### src/rtl/seven_seg_scan.sv
// seven_seg_scan: time-multiplexed hex display driver with a double-buffered value and spinner mode.
// Optional leading-zero suppression is compiled in when SEVEN_SEG_LZ_SUPPRESS_EN is defined.
module seven_seg_scan #(
    parameter int N_DIGITS   = 4,
    parameter int PRESCALE   = 1024,
    parameter int ANIM_DIV   = 8,
    parameter int ACTIVE_LOW = 0
) (
    input  logic                  clk,
    input  logic                  rst,
    input  logic [5*N_DIGITS-1:0] value_in,
    input  logic                  load_in,
    input  logic [N_DIGITS-1:0]   blank_mask_in,
    input  logic                  anim_en_in,
    output logic [7:0]            seg_out,
    output logic [N_DIGITS-1:0]   dig_sel_out,
    output logic                  frame_tick_out
);
    localparam int PW = (PRESCALE > 1) ? $clog2(PRESCALE) : 1;
    localparam int IW = (N_DIGITS > 1) ? $clog2(N_DIGITS) : 1;
    localparam int AW = (ANIM_DIV > 1) ? $clog2(ANIM_DIV) : 1;
    localparam logic [7:0]          SEG_OFF = (ACTIVE_LOW != 0) ? 8'hFF : 8'h00;
    localparam logic [N_DIGITS-1:0] DIG_OFF = (ACTIVE_LOW != 0) ? {N_DIGITS{1'b1}} : {N_DIGITS{1'b0}};

    logic [PW-1:0]         presc;
    logic [IW-1:0]         idx;
    logic [AW-1:0]         anim_cnt;
    logic [2:0]            phase;
    logic [5*N_DIGITS-1:0] shadow;
    logic [5*N_DIGITS-1:0] active;
    logic                  pending;

    logic                  tc;
    logic                  last_idx;
    logic                  wrap;
    logic                  anim_last;
    logic [N_DIGITS-1:0]   lz;
    logic                  lz_run;
    logic [4:0]            cur;
    logic                  cur_blank;
    logic                  cur_lz;
    logic [7:0]            seg_next;
    logic [N_DIGITS-1:0]   dig_next;

    function automatic logic [6:0] hex_decode(input logic [3:0] nib);
        case (nib)
            4'h0:    hex_decode = 7'h3F;
            4'h1:    hex_decode = 7'h06;
            4'h2:    hex_decode = 7'h5B;
            4'h3:    hex_decode = 7'h4F;
            4'h4:    hex_decode = 7'h66;
            4'h5:    hex_decode = 7'h6D;
            4'h6:    hex_decode = 7'h7D;
            4'h7:    hex_decode = 7'h07;
            4'h8:    hex_decode = 7'h7F;
            4'h9:    hex_decode = 7'h6F;
            4'hA:    hex_decode = 7'h77;
            4'hB:    hex_decode = 7'h7C;
            4'hC:    hex_decode = 7'h39;
            4'hD:    hex_decode = 7'h5E;
            4'hE:    hex_decode = 7'h79;
            default: hex_decode = 7'h71;
        endcase
    endfunction

    assign tc        = (presc == PW'(PRESCALE - 1));
    assign last_idx  = (idx == IW'(N_DIGITS - 1));
    assign wrap      = tc && last_idx;
    assign anim_last = (anim_cnt == AW'(ANIM_DIV - 1));

`ifdef SEVEN_SEG_LZ_SUPPRESS_EN
    // A digit is a leading zero only while every digit above it is also blank-worthy.
    always_comb begin
        lz     = '0;
        lz_run = 1'b1;
        for (int d = N_DIGITS - 1; d >= 1; d--) begin
            lz_run = lz_run && (active[5*d +: 5] == 5'd0);
            lz[d]  = lz_run;
        end
    end
`else
    assign lz     = '0;
    assign lz_run = 1'b0;
`endif

    always_comb begin
        cur       = '0;
        cur_blank = 1'b0;
        cur_lz    = 1'b0;
        dig_next  = '0;
        for (int d = 0; d < N_DIGITS; d++) begin
            if (idx == IW'(d)) begin
                cur         = active[5*d +: 5];
                cur_blank   = blank_mask_in[d];
                cur_lz      = lz[d];
                dig_next[d] = 1'b1;
            end
        end
        if (cur_blank || (!anim_en_in && cur_lz))
            seg_next = 8'h00;
        else if (anim_en_in)
            seg_next = 8'h01 << phase;
        else
            seg_next = {cur[4], hex_decode(cur[3:0])};
    end

    // Segment and select registers share one edge so the bus never mixes two digits.
    always_ff @(posedge clk or posedge rst) begin
        if (rst) begin
            presc          <= '0;
            idx            <= '0;
            anim_cnt       <= '0;
            phase          <= '0;
            shadow         <= '0;
            active         <= '0;
            pending        <= 1'b0;
            seg_out        <= SEG_OFF;
            dig_sel_out    <= DIG_OFF;
            frame_tick_out <= 1'b0;
        end else begin
            seg_out        <= seg_next ^ SEG_OFF;
            dig_sel_out    <= dig_next ^ DIG_OFF;
            frame_tick_out <= wrap;

            if (tc) begin
                presc <= '0;
                idx   <= last_idx ? '0 : idx + IW'(1);
            end else begin
                presc <= presc + PW'(1);
            end

            if (load_in && wrap) begin
                shadow  <= value_in;
                active  <= value_in;
                pending <= 1'b0;
            end else if (load_in) begin
                shadow  <= value_in;
                pending <= 1'b1;
            end else if (wrap && pending) begin
                active  <= shadow;
                pending <= 1'b0;
            end

            if (!anim_en_in) begin
                anim_cnt <= '0;
                phase    <= '0;
            end else if (wrap) begin
                if (anim_last) begin
                    anim_cnt <= '0;
                    phase    <= (phase == 3'd5) ? 3'd0 : phase + 3'd1;
                end else begin
                    anim_cnt <= anim_cnt + AW'(1);
                end
            end
        end
    end
endmodule
### config.mk
export PLATFORM = sky130hd
export DESIGN_NAME = seven_seg_scan
export DESIGN_NICKNAME = d
export VERILOG_FILES = /design/src/rtl/seven_seg_scan.sv
export SDC_FILE = /design/constraint.sdc
export NUM_CORES = 1
export LEC_CHECK = 0
export ABC_CLOCK_PERIOD_IN_PS = 7200
export CAP_MARGIN = 0
export CORE_ASPECT_RATIO = 2
export CORE_UTILIZATION = 55
export DETAILED_ROUTE_END_ITERATION = 8
export PLACE_DENSITY = 0.86
export REMOVE_ABC_BUFFERS = 1
export SETUP_SLACK_MARGIN = 0.4
export SLEW_MARGIN = 5
export SYNTH_ARGS = -nofsm -noshare
export SYNTH_HDL_FRONTEND = slang
export SYNTH_SLANG_ARGS = --single-unit
export TNS_END_PERCENT = 100
### constraint.sdc
create_clock -name clk -period 7.2 [get_ports clk]
set_input_delay 2.16 -clock clk [delete_from_list [all_inputs] [get_ports clk]]
set_output_delay 2.16 -clock clk [all_outputs]
set_load 0.01 [all_outputs]
Yosys cells after proc, flatten, opt, wreduce, memory -nomap -nowiden --
Memory sizes are Yosys's and may differ from the RTL's. Index checks and enable logic that the tools add are counted.
Word-level totals: memories 1, bits of input ports 28, output and inout port bits 13, memory bits (read-only) 112, register bits after elaboration 72, word-level logic and storage cells 65
Operators by class: eq/ne operators 9, add/sub/neg operators 4, shift-type cells 1, reduce and logical (&&, ||, !) cells 9, mux-type cells 31
Memories:
- (no name shown) | depth 16, width 7, rd ports 1, clocked after memory_dff 0, wr ports 0, RTL line 46 | case (nib)
Operators with widths (number):
- $mux W20 | 5
- $mux W3 | 7
- $mux W5 | 4
- $mux W8 | 2
- $mux W1 | 11
- $add A10 B1 Y10 const B | 1
- $eq A10 B10 Y1 const B | 1
- $mux W10 | 1
- $shl A1 B3 Y8 const A | 1
- $add A3 B1 Y3 const B | 2
- $eq A3 B3 Y1 const B | 2
- $ne A2 B1 Y1 const B | 3
- $eq A2 B2 Y1 const B | 2
- $reduce_and A2 Y1 | 2
- $reduce_bool A2 Y1 | 2
- $logic_and A1 B1 Y1 | 3
- $reduce_bool A3 Y1 | 1
- $add A2 B1 Y2 const B | 1
- $eq A2 B1 Y1 const B | 1
- $logic_not A2 Y1 | 1
- $mux W2 | 1

Depth between registers and ports, before layout --
An unclocked memory read counts as a cell.
depth in word-level cells 8, depth in mapped cells 11, gate-level depth less buffers 10

Least setup slack after synthesis --
No wires, ideal clock.
path kind input-to-reg, from input load_in, to register active[11], path slack 3.710 ns, data required time 7.075 ns, setup time 0.125 ns, stages 4, data arrival time 3.366 ns, buffers on the path 2, cell sequence clkbuf_1 > clkbuf_1 > mux2_2 > mux2_2
On the way: longest elaborated chain between the ends 3, elaborated cells on any way between the ends 5, classes of those cells eq/ne: 1; mux: 1; reduce/logical: 3
Ends and longest elaborated chain:
- start, declared | RTL line 12 | input logic load_in,
- $logic_and A1 B1 Y1 | RTL line 132 | if (load_in && wrap) begin
- $ne A2 B1 Y1 (no source line) / $reduce_bool A2 Y1 (equally long branches)
- $reduce_and A2 Y1 (no source line)
- end signal, assigned | RTL line 134 | active <= value_in;
- end signal, assigned | RTL line 140 | active <= shadow;
- end, declared | RTL line 30 | logic [5*N_DIGITS-1:0] active;
Parallel ways exist; a longest one is shown, timed or not. A chain may end at the register's enable or synchronous reset.

Final worst setup path --
from input anim_en_in, to register seg_out[4]
On the way: longest elaborated chain between the ends 2
Ends and longest elaborated chain:
- start, declared | RTL line 14 | input logic anim_en_in,
- $mux W8 | RTL line 101 | else if (anim_en_in)
- $mux W8 | RTL line 99 | if (cur_blank || (!anim_en_in && cur_lz))
- via seg_next[4] | RTL line 42 | logic [7:0] seg_next;
- end signal, assigned | RTL line 121 | seg_out <= seg_next ^ SEG_OFF;
- end, declared | RTL line 15 | output logic [7:0] seg_out,
The timed path passes the listed nets, and every way through them passes these cells.

==> flow_summary.ini <==
[power]
p_int_uw = 702.5
powerDensity_nw_per_um2 = 219.6
leakagePower_nw = 1.784
swShare_pct = 21.68
net-switching-power_uw = 194.4
power_frac_clock_pct = 44.1
ir_drop_mv = 0.1550
pwr-share-seq_pct = 47.9
comb_power_share_pct = 7.9

[timing]
fin_crit_sh_pct = 53.80
fin_skew_ps = 4.870
final_max_slew_viol_count = 0
hold_ws_ps = 480.3
tightest_slew_ps = 880.6
fin_tns_setup_ps = 0
final_hold_viol_count = 0
setup_viol_count_final = 0
maxSlewHeadroom_pct = 41.02
post-route-min-period_ps = 3874
rsz0062_at_grt = false
fmax_mhz = 258.2

[finish]
nNetsFinal = 374
final_common_cell = dfrtp_1
final_cell_mix = dfrtp_1, clkdlybuf4s50_1, mux2_2
fin_cells = 399
diodes = 0
drive_gt1_share_pct = 18.15
area_growth_pct = 20.26

[synth]
synth_area_um2 = 3397
yosysWarnings = 0
yosysTopAreaCell = dfrtp_1
synth_cells = 289
ys.flop_type = dfrtp_1
synthArstFlopShare_pct = 100.0
synth_enable_flop_cells = 0
seq_area_frac_synth_pct = 53.04
synth_cell_types = 53
syn-mean-instance-area_um2 = 11.75
synthTopCellsByArea = dfrtp_1, mux2_2, ha_1, nand2_1, o21ai_0
yosys_register_bits = 72
synth.top_cell.area_share_pct = 53.04

[setup_path]
rr_endpoint = seg_out[3]
critical_path_class = primary input to flop
slowest_stage = clkdlybuf4s50_1
path_cells = clkdlybuf4s50_1 -> nor2b_1 -> or4b_2 -> o31ai_1
startpoint = anim_en_in
crit_path_max_fanout = 22
arrival_ps = 4110
critPathCaptureType = flop
reg2reg_slack_ps = 4450
critPathLaunchType = primary input
r2r_cells = 8
r2r-start = idx[0]
cp_slowest_stage_delay_ps = 950
required_ps = 7440
cp-endpoint = seg_out[4]

[floorplanning]
pin_count = 41
die_w_um = 57.57
die_height_um = 113.1
core_area_um2 = 5956
rows = 40
dieArea_um2 = 6513
initial_utilization_pct = 57.04

[grt]
gr-usage-all-layers_pct = 23.60
grt_pass1_wl_um = 11360
overflow = 0
antenna_found_initial = 0
grt_pass1_vias = 2475
grt_max_degree = 73

[hold_path]
worstHoldStart = presc[0]
hold_class = flop to flop

[drt]
drt_iter0_markers = 97
drcViolationCount = 1
wirelength_um = 6652
drt-wirelength-per-cell_um = 16.67
firstDrtPassIters = 6
ant_nets = 0
num_vias = 2356
avgViaCountPerCell = 5.905

[clock_tree]
clk_latency_ps = 330
numCtsBuffers = 9
cts_max_level = 3
cts.clk_slew.worst_paths_ps = 50
root_buffer = clkbuf_16
holdBufCountCts = 0
cts_tree = built
clockBufferDepth = 2
cts_resized = 0
cts_setup_buffers = 0
cts.sinks = 72

[flow_run]
drv_cap = 0

[status]
outcome = finished, violations left
violations = design-rule violations

[placed_design]
globalplace.congestion = 0.8524
place_inst = 383
port_buffers = 40
dp_hpwl_um = 4807
[critical path, delay by kind of cell]
| kind | cells | cell delay (ps) |
|---|---|---|
| compound gates | 1 | 80 |
| buf+inv | 1 | 950 |
| simple gates | 2 | 910 |
[registers in the layout (all words and copies together) (netlist names)]
name            flops
idx                 2
shadow             20
active             20
anim_cnt            3
presc              10
phase               3
frame_tick_out      1
seg_out             8
dig_sel_out         4
pending             1
[stage by stage]
stage | util (%) | setup WS [ps] | instance area, um^2 | power, mW
floorplan | - | 3215 | 3323 | 0.4723
global placement | 64.10 | 3044 | 3817 | 0.5053
detailed placement | 64.10 | 3019 | 3817 | 0.5082
CTS | 68.59 | 3360 | 4085 | 0.9068
global route | 68.59 | 3216 | 4085 | 0.9327
finish | 68.59 | 3326 | 4085 | 0.8969
[final cells by class]
cell class	count	area (um^2)
Multi-Input combinational cell	196	1484
Clock buffer	13	250.2
Fill cell	442	1871
Clock inverter	3	17.52
Tap cell	63	78.83
Timing Repair Buffer	42	415.4
Sequential cell	72	1802
Inverter	10	37.54
[worst min path at each step]
stage,end,slack (ps),cells past startpoint
after floorplan,presc[0],450,1
final,presc[0],480,1
after global routing,shadow[12],510,1
after CTS,presc[0],480,1
after detailed placement,presc[0],480,1
after global placement,presc[0],470,1
[synth_stat cells, types with 2 or more instances]
library cell,n
a211oi_1,4
a21boi_0,2
a21oi_1,6
a221oi_1,2
a22oi_1,4
a31oi_1,2
and2_1,2
buf_2,2
buf_6,4
clkbuf_1,5
dfrtp_1,72
ha_1,15
inv_1,9
mux2_2,37
mux2i_1,2
nand2_1,28
nand2b_1,3
nand3_1,11
nand3b_1,4
nand4_1,2
nor2_1,15
nor2b_1,5
nor3b_1,2
o211ai_1,5
o21ai_0,13
xnor2_1,4
xor2_1,3
[logic make-up (layout without fill, tap and decap cells)]
| logic type | Yosys count | in the layout | synth area share, % |
|---|---|---|---|
| compound gates | 52 | 52 | 10.46 |
| xor+xnor | 7 | 7 | 1.805 |
| fa+ha+maj | 15 | 15 | 5.525 |
| buf+inv | 21 | 68 | 3.278 |
| flops | 72 | 72 | 53.04 |
| mux | 39 | 39 | 12.85 |
| simple gates | 83 | 83 | 13.04 |
[power by group through the flow]
stage | clock network (mW) | registers, mW | logic [mW]
6_report | 0.396 | 0.430 | 0.0711
5_1_grt | 0.423 | 0.431 | 0.0780
4_1_cts | 0.405 | 0.430 | 0.0719
3_5_place_dp | 0 | 0.437 | 0.0714
3_3_place_gp | 0 | 0.436 | 0.0697
2_1_floorplan | 0 | 0.436 | 0.0365
[per-layer routing]
| layer | GRT usage (%) | share of wire, % | up-vias |
|---|---|---|---|
| li1 | - | - | 1113 |
| met1 | 23.92 | 38 | 1163 |
| met2 | 40.62 | 55 | 54 |
| met3 | 6.171 | 2.9 | 26 |
| met4 | 16.59 | 5.0 | 0 |
| met5 | 0 | 0 | - |
No activity file was read; power rests on OpenSTA's default activity.
